File: config.mk
export PLATFORM = sky130hd
export DESIGN_NAME = percep_wght_bank
export DESIGN_NICKNAME = d
export VERILOG_FILES = /design/src/rtl/percep_pkg.sv /design/src/rtl/percep_wght_ram.sv /design/src/rtl/percep_wght_bank.sv
export SDC_FILE = /design/constraint.sdc
export NUM_CORES = 1
export LEC_CHECK = 0
export CAP_MARGIN = 20
export CORE_ASPECT_RATIO = 1.25
export CORE_MARGIN = 2
export CORE_UTILIZATION = 57
export DETAILED_ROUTE_END_ITERATION = 16
export PLACE_DENSITY = 0.77
export SYNTH_ARGS = -nofsm -noshare
export SYNTH_HDL_FRONTEND = slang
export SYNTH_SLANG_ARGS = --single-unit
File: constraint.sdc
create_clock -name clk -period 7 [get_ports clk]
set_input_delay 1.75 -clock clk [delete_from_list [all_inputs] [get_ports clk]]
set_output_delay 1.75 -clock clk [all_outputs]
set_load 0.005 [all_outputs]
File: src/rtl/percep_pkg.sv
// Shared types and defaults for the perceptron weight bank: FSM encoding,
// default geometry and a constant-foldable clog2.
package percep_pkg;

   localparam int ATTR_DEF          = 5;
   localparam int MEM_ADDR_WGHT_DEF = 3;
   localparam int FP_WIDTH_DEF      = 16;

   typedef enum logic [1:0] {
      ST_INIT  = 2'd0,
      ST_IDLE  = 2'd1,
      ST_BURST = 2'd2
   } state_t;

   function automatic int clog2(input int value);
      int r;
      r = 0;
      for (int i = 0; i < 31; i++) begin
         if ((1 << i) < value) r = i + 1;
      end
      return r;
   endfunction

endpackage

File: src/rtl/percep_wght_ram.sv
// Simple 1W/1R synchronous RAM with registered, enable-gated read.
// A same-address read returns the old contents; the caller bypasses.
module percep_wght_ram #(
   parameter int ADDR_W = 3,
   parameter int DATA_W = 16
) (
   input  logic              clk,
   input  logic              wr_en,
   input  logic [ADDR_W-1:0] wr_addr,
   input  logic [DATA_W-1:0] wr_data,
   input  logic              rd_en,
   input  logic [ADDR_W-1:0] rd_addr,
   output logic [DATA_W-1:0] rd_data
);

   localparam int DEPTH = 1 << ADDR_W;

   logic [DATA_W-1:0] mem [0:DEPTH-1];
   logic [DATA_W-1:0] rd_data_reg;

   always_ff @(posedge clk) begin
      if (wr_en) mem[wr_addr] <= wr_data;
      if (rd_en) rd_data_reg <= mem[rd_addr];
   end

   assign rd_data = rd_data_reg;

endmodule

File: src/rtl/percep_wght_bank.sv
// Perceptron weight store: init sweep, single reads and ATTR-beat bursts
// from address 0, with write-first bypass on every read.
module percep_wght_bank
   import percep_pkg::*;
#(
   parameter int                  ATTR          = ATTR_DEF,
   parameter int                  MEM_ADDR_WGHT = MEM_ADDR_WGHT_DEF,
   parameter int                  FP_WIDTH      = FP_WIDTH_DEF,
   parameter logic [FP_WIDTH-1:0] INIT_VAL      = {FP_WIDTH{1'b0}}
) (
   input  logic                     clk,
   input  logic                     rst_n,
   input  logic                     cs,
   input  logic                     we,
   input  logic [MEM_ADDR_WGHT-1:0] wr_addr,
   input  logic [FP_WIDTH-1:0]      d_in,
   input  logic                     oe,
   input  logic [MEM_ADDR_WGHT-1:0] rd_addr,
   input  logic                     burst_start,
   input  logic                     clr,
   output logic [FP_WIDTH-1:0]      d_out,
   output logic                     d_valid,
   output logic                     d_last,
   output logic                     busy
);

   localparam int MEM_DEPTH = 1 << MEM_ADDR_WGHT;
   localparam int CNT_W     = MEM_ADDR_WGHT + 1;
   localparam int BCNT_W    = (clog2(ATTR) < 1) ? 1 : clog2(ATTR);

   state_t                   state_reg;
   logic [CNT_W-1:0]         cnt_reg;
   logic [BCNT_W-1:0]        bcnt_reg;
   logic                     d_valid_reg;
   logic                     d_last_reg;
   logic                     busy_reg;
   logic                     byp_sel_reg;
   logic [FP_WIDTH-1:0]      byp_data_reg;

   logic                     wr_en;
   logic [MEM_ADDR_WGHT-1:0] wr_addr_mux;
   logic [FP_WIDTH-1:0]      wr_data_mux;
   logic                     rd_en;
   logic [MEM_ADDR_WGHT-1:0] rd_addr_mux;
   logic                     rd_hit;
   logic [FP_WIDTH-1:0]      ram_q;

   // Port arbitration: the sweep owns the write port; reads follow clr > burst_start > oe.
   always_comb begin
      wr_en       = 1'b0;
      wr_addr_mux = wr_addr;
      wr_data_mux = d_in;
      rd_en       = 1'b0;
      rd_addr_mux = rd_addr;
      case (state_reg)
         ST_INIT: begin
            wr_en       = 1'b1;
            wr_addr_mux = cnt_reg[MEM_ADDR_WGHT-1:0];
            wr_data_mux = INIT_VAL;
         end
         ST_IDLE: begin
            wr_en = cs & we;
            if (cs && !clr) begin
               if (burst_start) begin
                  rd_en       = 1'b1;
                  rd_addr_mux = '0;
               end else if (oe) begin
                  rd_en = 1'b1;
               end
            end
         end
         ST_BURST: begin
            wr_en = cs & we;
            if (!(cs && clr)) begin
               rd_en       = 1'b1;
               rd_addr_mux = MEM_ADDR_WGHT'(bcnt_reg);
            end
         end
         default: ;
      endcase
      rd_hit = wr_en && (wr_addr_mux == rd_addr_mux);
   end

   percep_wght_ram #(
      .ADDR_W (MEM_ADDR_WGHT),
      .DATA_W (FP_WIDTH)
   ) u_ram (
      .clk     (clk),
      .wr_en   (wr_en),
      .wr_addr (wr_addr_mux),
      .wr_data (wr_data_mux),
      .rd_en   (rd_en),
      .rd_addr (rd_addr_mux),
      .rd_data (ram_q)
   );

   always_ff @(posedge clk) begin
      if (!rst_n) begin
         state_reg    <= ST_INIT;
         cnt_reg      <= '0;
         bcnt_reg     <= '0;
         d_valid_reg  <= 1'b0;
         d_last_reg   <= 1'b0;
         busy_reg     <= 1'b1;
         byp_sel_reg  <= 1'b1;
         byp_data_reg <= '0;
      end else begin
         // Bypass select only moves with a read, so d_out holds between reads.
         if (rd_en) begin
            byp_sel_reg  <= rd_hit;
            byp_data_reg <= wr_data_mux;
         end
         d_valid_reg <= rd_en;
         d_last_reg  <= 1'b0;
         case (state_reg)
            ST_INIT: begin
               busy_reg <= 1'b1;
               cnt_reg  <= cnt_reg + 1'b1;
               if (cnt_reg == CNT_W'(MEM_DEPTH - 1)) begin
                  state_reg <= ST_IDLE;
                  busy_reg  <= 1'b0;
               end
            end
            ST_IDLE: begin
               busy_reg <= 1'b0;
               if (cs && clr) begin
                  state_reg <= ST_INIT;
                  cnt_reg   <= '0;
                  busy_reg  <= 1'b1;
               end else if (cs && burst_start) begin
                  busy_reg <= 1'b1;
                  bcnt_reg <= BCNT_W'(1);
                  if (ATTR == 1) d_last_reg <= 1'b1;
                  else           state_reg  <= ST_BURST;
               end
            end
            ST_BURST: begin
               busy_reg <= 1'b1;
               if (cs && clr) begin
                  state_reg <= ST_INIT;
                  cnt_reg   <= '0;
               end else begin
                  bcnt_reg <= bcnt_reg + 1'b1;
                  if (bcnt_reg == BCNT_W'(ATTR - 1)) begin
                     d_last_reg <= 1'b1;
                     state_reg  <= ST_IDLE;
                  end
               end
            end
            default: begin
               state_reg <= ST_INIT;
               cnt_reg   <= '0;
               busy_reg  <= 1'b1;
            end
         endcase
      end
   end

   assign d_out   = byp_sel_reg ? byp_data_reg : ram_q;
   assign d_valid = d_valid_reg;
   assign d_last  = d_last_reg;
   assign busy    = busy_reg;

endmodule

==> out/summary.md, run 1 <==
After clock tree synthesis, the setup repair step added 0 buffers. The floorplan step defined a die boundary enclosing 0.0138 mm2. The run finished with clean final reports.

The sequential fraction of the synthesis area is 0.666. The all-layer global routing usage is 0.220. Setup repair after global routing left no endpoint under its margin. The layout cell share with drive strength beyond 1 came out at 0.152.

The worst setup path is launched from an input pin. After global routing, the most crowded layer is met2. The power density over the cells came out at 371 mW/mm2.

Via count of the routed design: 4133. The number of antenna-violating nets in the routed design was 0; the number of fill cells was 886. For the weighted congestion at the end of routability-driven global placement, the log shows 0.757. For hold timing, the worst endpoint is byp_data_reg[5].

Post-CTS repair changed the size of 0 cells. In the routed layout, each cell is associated on average with a via count of 5.79. The run gives 0.268 as the routing usage on met1. In this run, the number of DRC markers left after iteration 0 of detailed routing was 247. Total number of yosys warnings: 0. The maximum clock frequency was 231 MHz; the number of buffers added on ports was 47. The pin count of the biggest net entering global routing was 66; the number of cell rows was 46. Dividing the detail-routed wire length by the instance count gives 20.3 um. The logs give 0 for the count of final max-slew check failures and 4 for the level count of the clock H-tree. The total overflow left after global routing is 0. TritonCTS built the clock tree. The minimum clock period after layout was 4.33 ns; the final wirelength was 14500 um. In this run, synthesis inferred 144 flip-flops with an integrated enable.

The met2 usage in global routing came out at 0.380. The sort of element at the end of the critical path was a flip-flop. The top cell types in the final layout, fill and taps aside, are edfxtp_1, mux2i_1, clkdlybuf4s50_1, nor2_1, mux2_2. The synthesized area per cell was 15.5 um2; the total half-perimeter wirelength after legalization and detailed placement was 8500 um.

The count of state elements after synthesis is 173, and the top fanout value on the critical path is 19. The remaining max-slew budget at the tightest pin was 0.342. 48 I/O pins were placed. The final layout contains 570 nets.

Share of flip-flops with an asynchronous set or reset after synthesis: 0. The run gives 476 as the post-synthesis cell count. For the pin with the worst max-slew slack, the measured transition is 0.986 ns. In this run the cell area of the synthesized design comes to 0.00736 mm2. The worst setup path category was input pin to flip-flop. From left edge to right edge, the die measures 106 um. After clock tree synthesis, the clock-pin slew on the worst setup and hold paths is 0.06 ns. The utilization after layout was 0.682. Most common cell after layout, fill and taps aside: edfxtp_1. The tree built by TritonCTS fans out to 173 sinks. Compared with the post-synthesis result, the final layout area differs by 17.3%.

The core region is 0.0127 mm2. The startpoint identified for the worst hold timing path is byp_data_reg[5]. The run gives 4.50 ns as the arrival time reported for the critical path endpoint.

STA puts the critical path data required time at 7.16 ns. Final hold violation count: 0. The maximum count of clock buffers along a single path is 2. The first global-routing pass estimated 22100 um of wire. At the later pin of the worst-skew pair, clock insertion delay measures 0.42 ns. For the starting utilization of the core area, the log shows 0.581. The tools report the count of distinct cell types in the synthesized netlist as 38.

Cell chosen for the clock root: clkbuf_16. In this run the vertical extent of the chip is 131 um. The initial antenna violation count was 0; the fraction of met3 tracks used by global routing was 0.0514. The cell depth of the worst flop-to-flop path is 10.

The prevailing post-synth register cell was edfxtp_1. The type of the worst min-delay path was flip-flop to flip-flop. The number of global-route vias before repair was 4150. After detailed routing, the number of remaining DRC violations is 0. The total of endpoints with negative setup slack in the final report was 0; the reported max-cap violation count was 0. The startpoint identified for the worst register-to-register timing path is state_reg[0]. The worst register-to-register path ends at u_ram.rd_data[10]. TritonCTS created 17 clock buffers. After clock tree synthesis, the flow added hold-fix buffers numbering 0. Setup slack on the worst reg-to-reg path comes out at 3.85 ns.

The repair_antennas step left the layout with diodes totalling 0. After routing, the total negative slack on setup checks comes to 0 ns. Post-route fraction of the period consumed by the critical path: 0.619. Synthesis produced a netlist with a net count of 513. The leakage power is 0.00330 uW, and the final-layout worst hold slack is 0.496 ns. Between clock sinks in the finished design, the worst skew comes to 0.00990 ns. The worst hold path was traced through 2 stages. The worst-case IR drop observed on VDD is 219 uV. The register with the most flip-flops in the layout has 128 of them.

For this run, the detailed router's first-pass iteration total came to 5.
[area by class of cell]
cell class	instances	area [um2]	share of cell area
flip-flops and latches	173	4900	0.568
well taps	168	210	0.0243
clock buffers	18	429	0.0497
inverters	6	22.5	0.00261
repair buffers	62	611	0.0707
multi-input cells	273	2290	0.265
clock inverters	14	170	0.0197
[how the worst max path moves through the flow]
| stage | startpoint | end | depth (start not counted) |
|---|---|---|---|
| detailed placement | cs | u_ram.rd_data[12] | 8 |
| finish | cs | u_ram.rd_data[7] | 8 |
| global route | cs | u_ram.rd_data[7] | 8 |
| CTS | cs | u_ram.rd_data[12] | 8 |
| global placement | cs | u_ram.rd_data[14] | 8 |
| floorplan | cs | u_ram.mem[1][0] | 4 |
[routing by layer]
| layer | vias up | part of all wire |
|---|---|---|
| met1 | 2065 | 0.42 |
| met4 | 0 | 0.024 |
| met2 | 131 | 0.51 |
| met3 | 34 | 0.052 |
| met5 | - | 0 |
| li1 | 1903 | - |
[power by group]
part	switching, uW	internal [uW]	total, uW
combinational	483	300	782
sequential	58.1	1430	1490
clock	371	561	932
[worst max-delay path: stages]
cell	delay, ns
clkdlybuf4s50_1	0.68
a21o_1	0.17
a22oi_1	0.13
a21bo_1	0.26
a21oi_4	0.60
buf_4	0.46
mux2i_1	0.15
mux2_2	0.28
[synthesized netlist by cell type, types with 2 or more instances]
library cell / count / area share
or3_1: 2 / 0.0017
nand2b_1: 3 / 0.0025
a32o_1: 2 / 0.0027
mux2_2: 32 / 0.049
nor2_1: 33 / 0.017
a21oi_1: 10 / 0.0068
nand3_1: 3 / 0.0020
buf_4: 3 / 0.0031
mux2i_1: 116 / 0.16
dfxtp_1: 29 / 0.079
o21ai_0: 5 / 0.0034
nor2b_1: 17 / 0.014
clkbuf_1: 9 / 0.0046
xnor2_1: 3 / 0.0036
a32oi_1: 3 / 0.0036
nand4b_1: 2 / 0.0024
ha_1: 8 / 0.014
a22oi_1: 2 / 0.0020
nor3_1: 2 / 0.0014
edfxtp_1: 144 / 0.59
inv_1: 5 / 0.0025
buf_6: 8 / 0.012
nand2_1: 17 / 0.0087
buf_2: 4 / 0.0027
[stage by stage]
step	power, uW	worst slack [ns]	area (um2)	cells
final	3200	2.67	8640	714
after floorplan	2050	3.51	7360	476
after detailed placement	2290	2.12	8000	680
after global routing	3340	2.51	8640	714
after CTS	3220	2.53	8590	712
after global placement	2250	2.21	8000	680
[kinds of logic after synthesis]
kind of cell / Yosys count / synth area share
AO/OA/AOI/OAI: 33 / 0.0318
buffers and inverters: 30 / 0.0257
flip-flops: 173 / 0.666
multiplexers: 148 / 0.207
XOR/XNOR: 3 / 0.00357
AND/OR/NAND/NOR: 81 / 0.0524
adder cells (fa/ha/maj): 8 / 0.0136
(Power assumes the default switching activity.)
==> run 2: changes to the inputs <==
- clock period: 7 -> 4.33 ns (I/O delays scaled with it)
==> run 2 against run 1 <==
  * Flip-flop and latch count unchanged
  * Largest cell class unchanged
  * Global-route usage about the same
  * Sequential share of layout area up 0.12 points
  * Register-to-register slack worse by 2.5 ns
  * Combinational power up 62%
  * Core utilization down 0.15 points
  * Die area unchanged
  * Highest routed layer unchanged
  * Via count down 1.4%
  * Cell area down 0.22%
  * Routed wire length down 0.65%
  * Total power up 61%
==> out/summary.md, run 2 (same netlist as run 1, synthesis figures left out) <==
The first global-routing pass estimated 22200 um of wire. Across all layers, the routed design uses 4074 vias. Clock transition at the register clock pins on the worst setup and hold paths after CTS: 0.06 ns. The run gives 3660 uW as the internal power component.

The leakage power was 0.00330 uW. For the worst-case vdd ir drop, the log shows 447 uV. Measured along the x axis, the die boundary spans 106 um. For this run, the post-layout net count is 572. Summed over all layers, the global routing overflow is 0. The starting utilization of the core area is 0.581. The register with the most flip-flops in the layout has 128 of them.

The top fanout value on the critical path came out at 12. Post-CTS timing repair inserted 0 buffers for setup. Most common cell after layout, fill and taps aside: edfxtp_1. At the later pin of the worst-skew pair, clock insertion delay measures 0.42 ns. The worst setup path is launched from a flip-flop. The DRC violation total after the first TritonRoute iteration came out at 232. Data on the critical path is required at its endpoint by 3.25 ns.

The total of endpoints with negative setup slack in the final report was 0; the fraction of power spent switching nets was 0.289. TritonCTS built the clock tree. The all-layer global routing usage is 0.221, and the average detailed-routed wire length per instance is 20.1 um. For the pin with the worst max-slew slack, the measured transition is 0.735 ns. Setup repair after global routing left no endpoint under its margin. The die area was 0.0138 mm2; the fraction of power consumed by combinational cells was 0.247. For the non-filler instance count after layout, the log shows 716.

The logs give 0 for the final hold violation count and 46 for the number of cell rows. In this run the remaining antenna-violating nets after routing total 0. Across the routed clock network, the largest skew measured is 0.0132 ns. The count of final max-slew check failures came out at 0. The tightest min-delay check is of the flip-flop to flip-flop type. The worst path needs 3.45 ns of the cycle, external delays included.

In this run the register-to-register setup slack is 1.35 ns. After routing, the total negative slack on setup checks comes to 0 ns. Based on the critical path, the design can be clocked at up to 290 MHz. In this run, CTS created clock tree buffers numbering 17. After detailed routing, the number of vias per cell comes to 5.69.

The H-tree was split into 4 levels. The y dimension of the die was 131 um. The run gives 0.469 as the part of the total power dissipated in sequential elements. During placement, the flow inserted port buffers numbering 47. The tree is rooted in a clkbuf_16. The library cells used most frequently in the layout, excluding fill and tap cells, are edfxtp_1, mux2i_1, clkdlybuf4s50_1, nor2_1, mux2_2. Number of hold buffers added after cts: 0. The switching power of the nets was 1490 uW; the final wirelength was 14400 um. The pin count of the biggest net entering global routing is 66, and the post-route fraction of the period consumed by the critical path is 0.797. The worst setup path is captured at a primary output. The flow ran to the end, and the final reports show no timing, DRC or antenna violations. Instance count after placement with tap cells included: 684.

The critical path is of the flip-flop to primary output type. The relative contribution of the clock network to total power is 0.284. The tools report the remaining max-slew budget at the tightest pin as 0.509.

Across the run, the number of max-cap violations was 0. The core region is 0.0127 mm2. Once the clock tree was built, the resizer swapped 0 gates to a different size.

The final antenna diode count was 0. The layout cell share with drive strength beyond 1 is 0.151, and the area growth from synthesis to layout is 17.1%. The number of global-route vias before repair came out at 4118. The total half-perimeter wirelength after legalization and detailed placement is 8520 um, and the power density over the cells is 597 mW/mm2. The tools report the total DRC errors in the routed layout as 0. The logs give 0 for the initial antenna violation count and 2.37 ns for the arrival time reported for the critical path endpoint. 48 I/O pins were placed.

The logs give 2 for the maximum count of clock buffers along a single path and 173 for the clock sink total. Routability-driven placement finished with a final weighted congestion of 0.765. The number of search-and-repair iterations in the first detailed-routing pass came out at 5.
==> run 2: changes by cell type in the layout (fill, tap and decap cells not counted) <==
cell	before	now
buf_12	0	2
buf_16	1	0
buf_4	13	15
buf_8	1	0
bufinv_16	3	2
clkbuf_1	1	2
clkbuf_8	0	1
clkinv_1	1	2
clkinv_2	2	4
clkinv_4	4	3
clkinvlp_4	3	1
inv_6	1	0
==> run 2: layout make-up <==
class / instances / area (um2)
Clock buffer: 20 / 447
Clock inverter: 12 / 121
Fill cell: 882 / 4040
Inverter: 6 / 22.5
Multi-Input combinational cell: 273 / 2290
Sequential cell: 173 / 4900
Tap cell: 168 / 210
Timing Repair Buffer: 64 / 623
==> run 2: worst max-delay path: stages, from the launching register on <==
cell and delay [ns]:
dfxtp_1 0.80, buf_4 0.32, mux2_2 0.37, clkdlybuf4s50_1 0.46
==> run 2: path summary, 6_finish.rpt <==
kind	startpoint	end	cells after the start
setup / recovery	byp_sel_reg	d_out[1]	3
hold / removal	byp_data_reg[7]	byp_data_reg[7]	2
setup reg to reg	state_reg[0]	u_ram.rd_data[10]	9
hold reg to reg	byp_data_reg[7]	byp_data_reg[7]	2
==> run 2: per-stage QoR <==
stage	setup WS [ns]	area (um2)	power, uW	hold WS (ns)	utilization
finish	0.879	8620	5140	0.492	0.681
global route	0.820	8620	5360	0.519	0.681
CTS	0.868	8620	5170	0.498	0.681
detailed placement	0.585	8050	3720	0.482	0.636
global placement	0.671	8050	3650	0.468	0.636
floorplan	1.51	7360	3310	0.458	-
==> run 2: metal layers <==
| metal | track usage | vias to the layer above | wire [um] |
|---|---|---|---|
| met3 | 0.0450 | 30 | 779 |
| met1 | 0.272 | 1977 | 5850 |
| met4 | 0.101 | 0 | 377 |
| met5 | 0 | - | 0 |
| met2 | 0.380 | 162 | 7380 |
| li1 | - | 1905 | - |
==> run 2: power groups by stage <==
stage | registers (uW) | clock network [uW] | logic [uW]
after floorplan | 2410 | 0 | 900
after global routing | 2430 | 1550 | 1380
final | 2410 | 1460 | 1270
after global placement | 2420 | 0 | 1230
after detailed placement | 2440 | 0 | 1270
after CTS | 2410 | 1480 | 1280
==> run 3: changes to the inputs <==
- clock period: 4.33 -> 3.5 ns (I/O delays scaled with it)
==> run 3 against run 2 <==
  * First-iteration DRC count grew 16%
  * Die area is the same
  * Non-clock buffer count grew 7
  * Routed wire length grew 1.7%
==> out/summary.md, run 3 (same netlist as run 1, synthesis figures left out) <==
The run finished with clean final reports. The floorplan step set the die width to 106 um. For the number of search-and-repair iterations in the first detailed-routing pass, the log shows 5.

The critical path contains buffers and inverters numbering 2 combined. The number of global-route vias before repair is 4313, and the arrival time reported for the critical path endpoint is 3.13 ns. The logs give 0.0105 ns for the final setup skew and 0 for the reported max-cap violation count.

Using the TritonRoute via totals, the vias-per-cell ratio works out to 5.72. The number of hold buffers added after cts is 0. The tools report the remaining max-slew budget at the tightest pin as 0.499. Summed over all failing endpoints, the final setup total negative slack is 0 ns. The count of final max-slew check failures is 0.

The number of clock buffers added by TritonCTS is 17. The initial antenna violation count was 0. The maximum count of clock buffers along a single path is 2. The all-layer global routing usage was 0.225.

Clock-pin slew was measured on the worst setup and hold paths at 0.06 ns. For the wire length of the first global-routing pass, the log shows 22700 um. Placeable core region: 0.0127 mm2. TritonCTS built the clock tree.

The run gives 14600 um as the final wirelength. Based on the critical path, the design can be clocked at up to 338 MHz. Fill cells in the final layout number 876. Cell chosen for the clock root: clkbuf_16. The finished layout holds 723 standard cells, fillers aside. After layout, the minimum clock period comes to 2.96 ns. Flip-flop count of the largest register after layout: 128. The data required time of the critical path was 3.67 ns. The transition at the pin with the smallest max-transition slack is 0.751 ns, and the number of I/O pins is 48. The level count of the clock H-tree is 4, and the total of endpoints with negative setup slack in the final report is 0. The total DRC errors in the routed layout came out at 0. Area growth from synthesis to layout: 18.4%. Setup repair after global routing left no endpoint under its margin. Leaving out fill and tap cells, the most frequent cells in the layout are edfxtp_1, mux2i_1, clkdlybuf4s50_1, nor2_1, mux2_2.

Walking the worst path, the cells encountered are clkdlybuf4s50_1 -> a21boi_2 -> a32o_1 -> a32oi_4 -> buf_12 -> mux2i_1 -> mux2i_1 -> mux2_2. Type of element launching the critical path: an input pin. After detailed routing, the average wire length per cell comes to 20.2 um. The worst-case vdd ir drop came out at 469 uV. The later pin in the worst-skew pair is clocked with a latency of 0.43 ns. The worst setup path is of the input pin to flip-flop kind. On the final layout, the worst hold slack is 0.491 ns. The HPWL after detailed placement is 8890 um. In this design, the largest share of critical-path delay is due to buffers and inverters. After the last flow step, the layout net total stands at 579. The post-route fraction of the period consumed by the critical path came out at 0.845.

Counting tap cells, the placed design contains a total of 691 instances. The tools report the die area as 0.0138 mm2. For the leakage power, the log shows 0.00335 uW. The number of buffers inserted to repair setup after CTS was 0.

The pre-CTS worst setup slack is 0.129 ns. The number of buffers added on ports was 47. The type of the worst min-delay path is flip-flop to flip-flop.

The run gives 0.581 as the starting utilization of the core area. The critical path's slowest cell was clkdlybuf4s50_1. The detailed router placed 4132 vias in this run. The number of antenna-violating nets in the routed design was 0; the top fanout value on the critical path was 22. The final hold violation count was 0.

Layout cell share with drive strength beyond 1: 0.168. The sort of element at the end of the critical path was a flip-flop. The clock net in this run drives a total of 173 sinks. Most frequent cell on the critical path: mux2i_1. The final worst slack is 0.541 ns, and the y dimension of the die is 131 um. The tools report the DRC violation total after the first TritonRoute iteration as 268.

In this run, post-CTS repair resized a total of 0 instances. The maximum cell stage delay along the critical path is 0.64 ns, and the number of cell rows is 46. For this run the aggregate overflow at the end of global routing stands at 0. The number of antenna diodes in the final layout is 0. The congestion estimate from routability-driven global placement came to 0.748. Leaving out fill and tap cells, the most frequent cell in the layout is edfxtp_1. The power density over the cells was 740 mW/mm2; the pin count of the biggest net entering global routing was 33.
## run 3: where the power goes
part / switching [uW] / leakage [uW] / internal, uW / total, uW
clock network: 798 / 0.000272 / 992 / 1790
logic: 997 / 0.00148 / 685 / 1680
registers: 124 / 0.00159 / 2860 / 2980
## run 3: worst min-delay path, delay by kind of cell (launching register included)
kind          cells  cell delay, ns
flops             1            0.32
simple gates      1            0.07
mux               1            0.07
## run 3: cell type report
type,count,area [um2],share of cell area
multi-input cells,273,2290,0.263
clock buffers,18,429,0.0492
inverters,6,22.5,0.00258
repair buffers,71,726,0.0833
clock inverters,14,134,0.0154
well taps,168,210,0.0241
flip-flops and latches,173,4900,0.563
## run 3: worst paths after layout
kind                         from                to  slack [ns]  cells past startpoint
setup / recovery               cs  u_ram.rd_data[3]        0.54                      8
hold / removal    byp_data_reg[2]   byp_data_reg[2]        0.49                      2
hold reg to reg   byp_data_reg[2]   byp_data_reg[2]        0.49                      2
setup reg to reg     state_reg[0]  u_ram.rd_data[3]        0.65                      9
## run 3: routing by layer
metal	track usage	part of all wire	vias up
li1	-	-	1925
met1	0.265	0.40	2095
met2	0.410	0.54	96
met3	0.0588	0.044	16
met4	0.0642	0.012	0
met5	0	0	-
## run 3: metrics by stage
| step | utilization | total power [uW] | instance area [um2] |
|---|---|---|---|
| after floorplan | - | 4100 | 7360 |
| after global placement | 0.644 | 4620 | 8150 |
| after detailed placement | 0.644 | 4700 | 8150 |
| after CTS | 0.688 | 6490 | 8720 |
| after global routing | 0.688 | 6730 | 8720 |
| final | 0.688 | 6450 | 8720 |
==> edit 1, RTL diff (settings of run 3) <==
`ATTR_DEF`: 5 -> 6.
--- a/src/rtl/percep_pkg.sv
+++ b/src/rtl/percep_pkg.sv
@@ -3,5 +3,5 @@
 package percep_pkg;
 
-   localparam int ATTR_DEF          = 5;
+   localparam int ATTR_DEF          = 6;
    localparam int MEM_ADDR_WGHT_DEF = 3;
    localparam int FP_WIDTH_DEF      = 16;
Check against the original RTL: no difference found for any inputs over 10 cycles, from zero or initial values and one cycle with rst_n low; that may be too few to reach the edited logic, so the function may still have changed.
==> edit 1 against run 3 <==
  * Die area grew 3.0%
  * Setup slack worse by 0.19 ns
  * Final area increased by 2.4%
  * Combinational power rose by 4%
  * Sequential cell count is the same
  * Non-clock buffer count rose by 5
  * Register-to-register slack worse by 0.16 ns
  * Routed wire length up 28%
  * Power increased by 2.3%
  * Count of clock-buffer cells in the layout rose by 6
  * Via count grew 30%
  * Fmax fell by 6.2%
  * Synthesized area up 3.1%
  * Critical path type unchanged
  * Largest power group unchanged
==> edit 1: results <==
pwr:
  leakage_nw: 3.35
  p_sw_mw: 2.08
run_status:
  status: "finished clean"
routing:
  wl_um: 18700
  avgRoutedWirePerCell_um: 23.0
placement:
  dp_slack_ns: 0.111
  numPlacedInstances: 782
worst_setup_path:
  reg2reg_depth: 8
  slowest_delay_ns: 0.68
  cp.arrival_ns: 3.30
  cp_max_fo: 10
  r2r_slack_ns: 0.49
  endpoint: "u_ram.rd_data[13]"
synth:
  postSynthCellCount: 579
  synth_area_leaders: "edfxtp_1 (57%), dfxtp_1 (7.7%), a2111oi_0 (5.5%)"
  syn_nets: 616
worst_hold_path:
  whs_endpoint: "byp_data_reg[4]"
global_route:
  grt_max_degree: 65
  grt_pass1_vias: 5404
  grt_pass1_wl_um: 29000
cells_and_area:
  layout.nets: 667
timing:
  worst_slew_pin_slew_ns: 0.730
  clock_skew_ns: 0.00880
  worst_hold_slack_ns: 0.496
  fin_crit_ns: 3.15
## edit 1: logic make-up after synthesis
family,count (synthesis),share of synthesized area [%]
DFF,173,64.7
AOI/OAI and AO/OA,105,10.8
muxes,36,5.01
buffers and inverters,57,3.79
adders and majority gates,8,1.32
xor gates and xnor gates,1,0.115
and+or+nand+nor,199,14.3
## edit 1: area by class of cell
| cell class | count | area, µm² |
|---|---|---|
| Timing Repair Buffer | 76 | 726 |
| Clock inverter | 8 | 66.3 |
| Clock buffer | 24 | 557 |
| Fill cell | 884 | 4190 |
| Multi-Input combinational cell | 349 | 2410 |
| Tap cell | 171 | 214 |
| Sequential cell | 173 | 4900 |
| Inverter | 13 | 48.8 |
## edit 1: per-layer routing
metal  part of all wire, %  GRT usage [%]
met5                     0              0
met4                   4.7           16.5
met3                   9.8           6.31
met2                    48           42.6
met1                    37           34.9
## edit 1: critical path: cells and delay by family
family / cells / cell delay (ns)
simple gates: 2 / 0.41
compound gates: 3 / 1.06
buf+inv: 2 / 0.95
==> edit 2, RTL diff (settings of run 3) <==
Made on the original files. The 3 states of `state_t` get a one-hot encoding in 3 bits.
--- a/src/rtl/percep_pkg.sv
+++ b/src/rtl/percep_pkg.sv
@@ -7,8 +7,8 @@
    localparam int FP_WIDTH_DEF      = 16;
 
-   typedef enum logic [1:0] {
-      ST_INIT  = 2'd0,
-      ST_IDLE  = 2'd1,
-      ST_BURST = 2'd2
+   typedef enum logic [2:0] {
+      ST_INIT  = 3'b001,
+      ST_IDLE  = 3'b010,
+      ST_BURST = 3'b100
    } state_t;
 
Behaviour: no difference found for any inputs over 10 cycles, from zero or initial values and one cycle with rst_n low; not proved beyond that.
==> edit 2 against run 3 <==
  * First-iteration DRC count increased by 57%
  * Final cell count rose by 14%
  * Sequential cell count is 1 higher
  * Synthesized area up 5.4%
  * Final area is 3.4% higher
  * Routed wire length increased by 23%
  * Critical path depth is 2 lower
  * Setup slack better by 0.030 ns
  * Power shrank 0.61%
  * Clock skew is 0.0030 ns lower
  * Worst hold slack got worse by 0.038 ns
  * Combinational power fell by 7%
  * Critical path type is now reg -> reg
  * Critical endpoint is now u_ram.mem[0][14]
  * Largest power group unchanged
==> edit 2: results <==
run_status:
  status: "finished clean"
placement:
  gp_congestion: 0.836
  dp_slack_ns: 0.266
  placed_cell_area_mm2: 0.00846
pwr:
  leakage_nw: 3.29
  seqPwrFrac_pct: 48.2
  p_int_mw: 4.44
  clkPwrFrac_pct: 27.4
worst_setup_path:
  cp.arrival_ns: 3.05
  critPathTopFamily: "simple AND/OR/NAND/NOR gates"
  cp-startpoint: "state_reg[0]"
  cp_slowest_cell: "dfxtp_1"
  cp_max_fo: 11
synth:
  synth.area.mux_share_pct: 4.92
  syn_nets: 621
  synth_commonest_cells: "edfxtp_1 (144), a21boi_0 (54), and3_1 (50)"
  synth_area_leaders: "edfxtp_1 (56%), dfxtp_1 (7.7%), a21boi_0 (5.2%)"
  synth_compound_area_share_pct: 15.5
  yosysSeqAreaShare_pct: 63.5
  yosys.area_share.xor_xnor_pct: 0.452
timing:
  maxSlewHeadroom_pct: 37.4
  clock_skew_ns: 0.00748
  post-route-period-util_pct: 83.7
routing:
  wl_met3_um: 1110
  avgRoutedWirePerCell_um: 21.7
  dr_wl_met2_um: 9210
  routed_via_density: 6.26
  vias: 5178
edit 2: cell types whose count changed after synthesis, sizes merged, moves of 5 or more:
cell	run 3	this run
nand2	17	51
buf	15	24
and3	0	50
mux2	32	17
ha	8	3
and2	0	5
o2111ai	1	16
mux2i	116	19
o22ai	0	50
a21boi	1	67
clkbuf	9	18
nor2	33	13
edit 2: worst min path at each step:
stage | from | end | slack (ns)
2_1_floorplan | byp_data_reg[10] | byp_data_reg[10] | 0.43
4_1_cts | byp_data_reg[7] | byp_data_reg[7] | 0.45
3_3_place_gp | byp_data_reg[7] | byp_data_reg[7] | 0.44
5_1_grt | byp_data_reg[13] | byp_data_reg[13] | 0.48
6_report | byp_data_reg[7] | byp_data_reg[7] | 0.45
3_5_place_dp | byp_data_reg[7] | byp_data_reg[7] | 0.45
edit 2: area by class of cell:
cell class	count	area [µm²]
clock buffer	18	429
sequential	174	4920
multi-input combinational	366	2560
timing repair buffer	77	733
tap	171	214
clock inverter	14	120
fill	978	4280
inverter	7	27.5
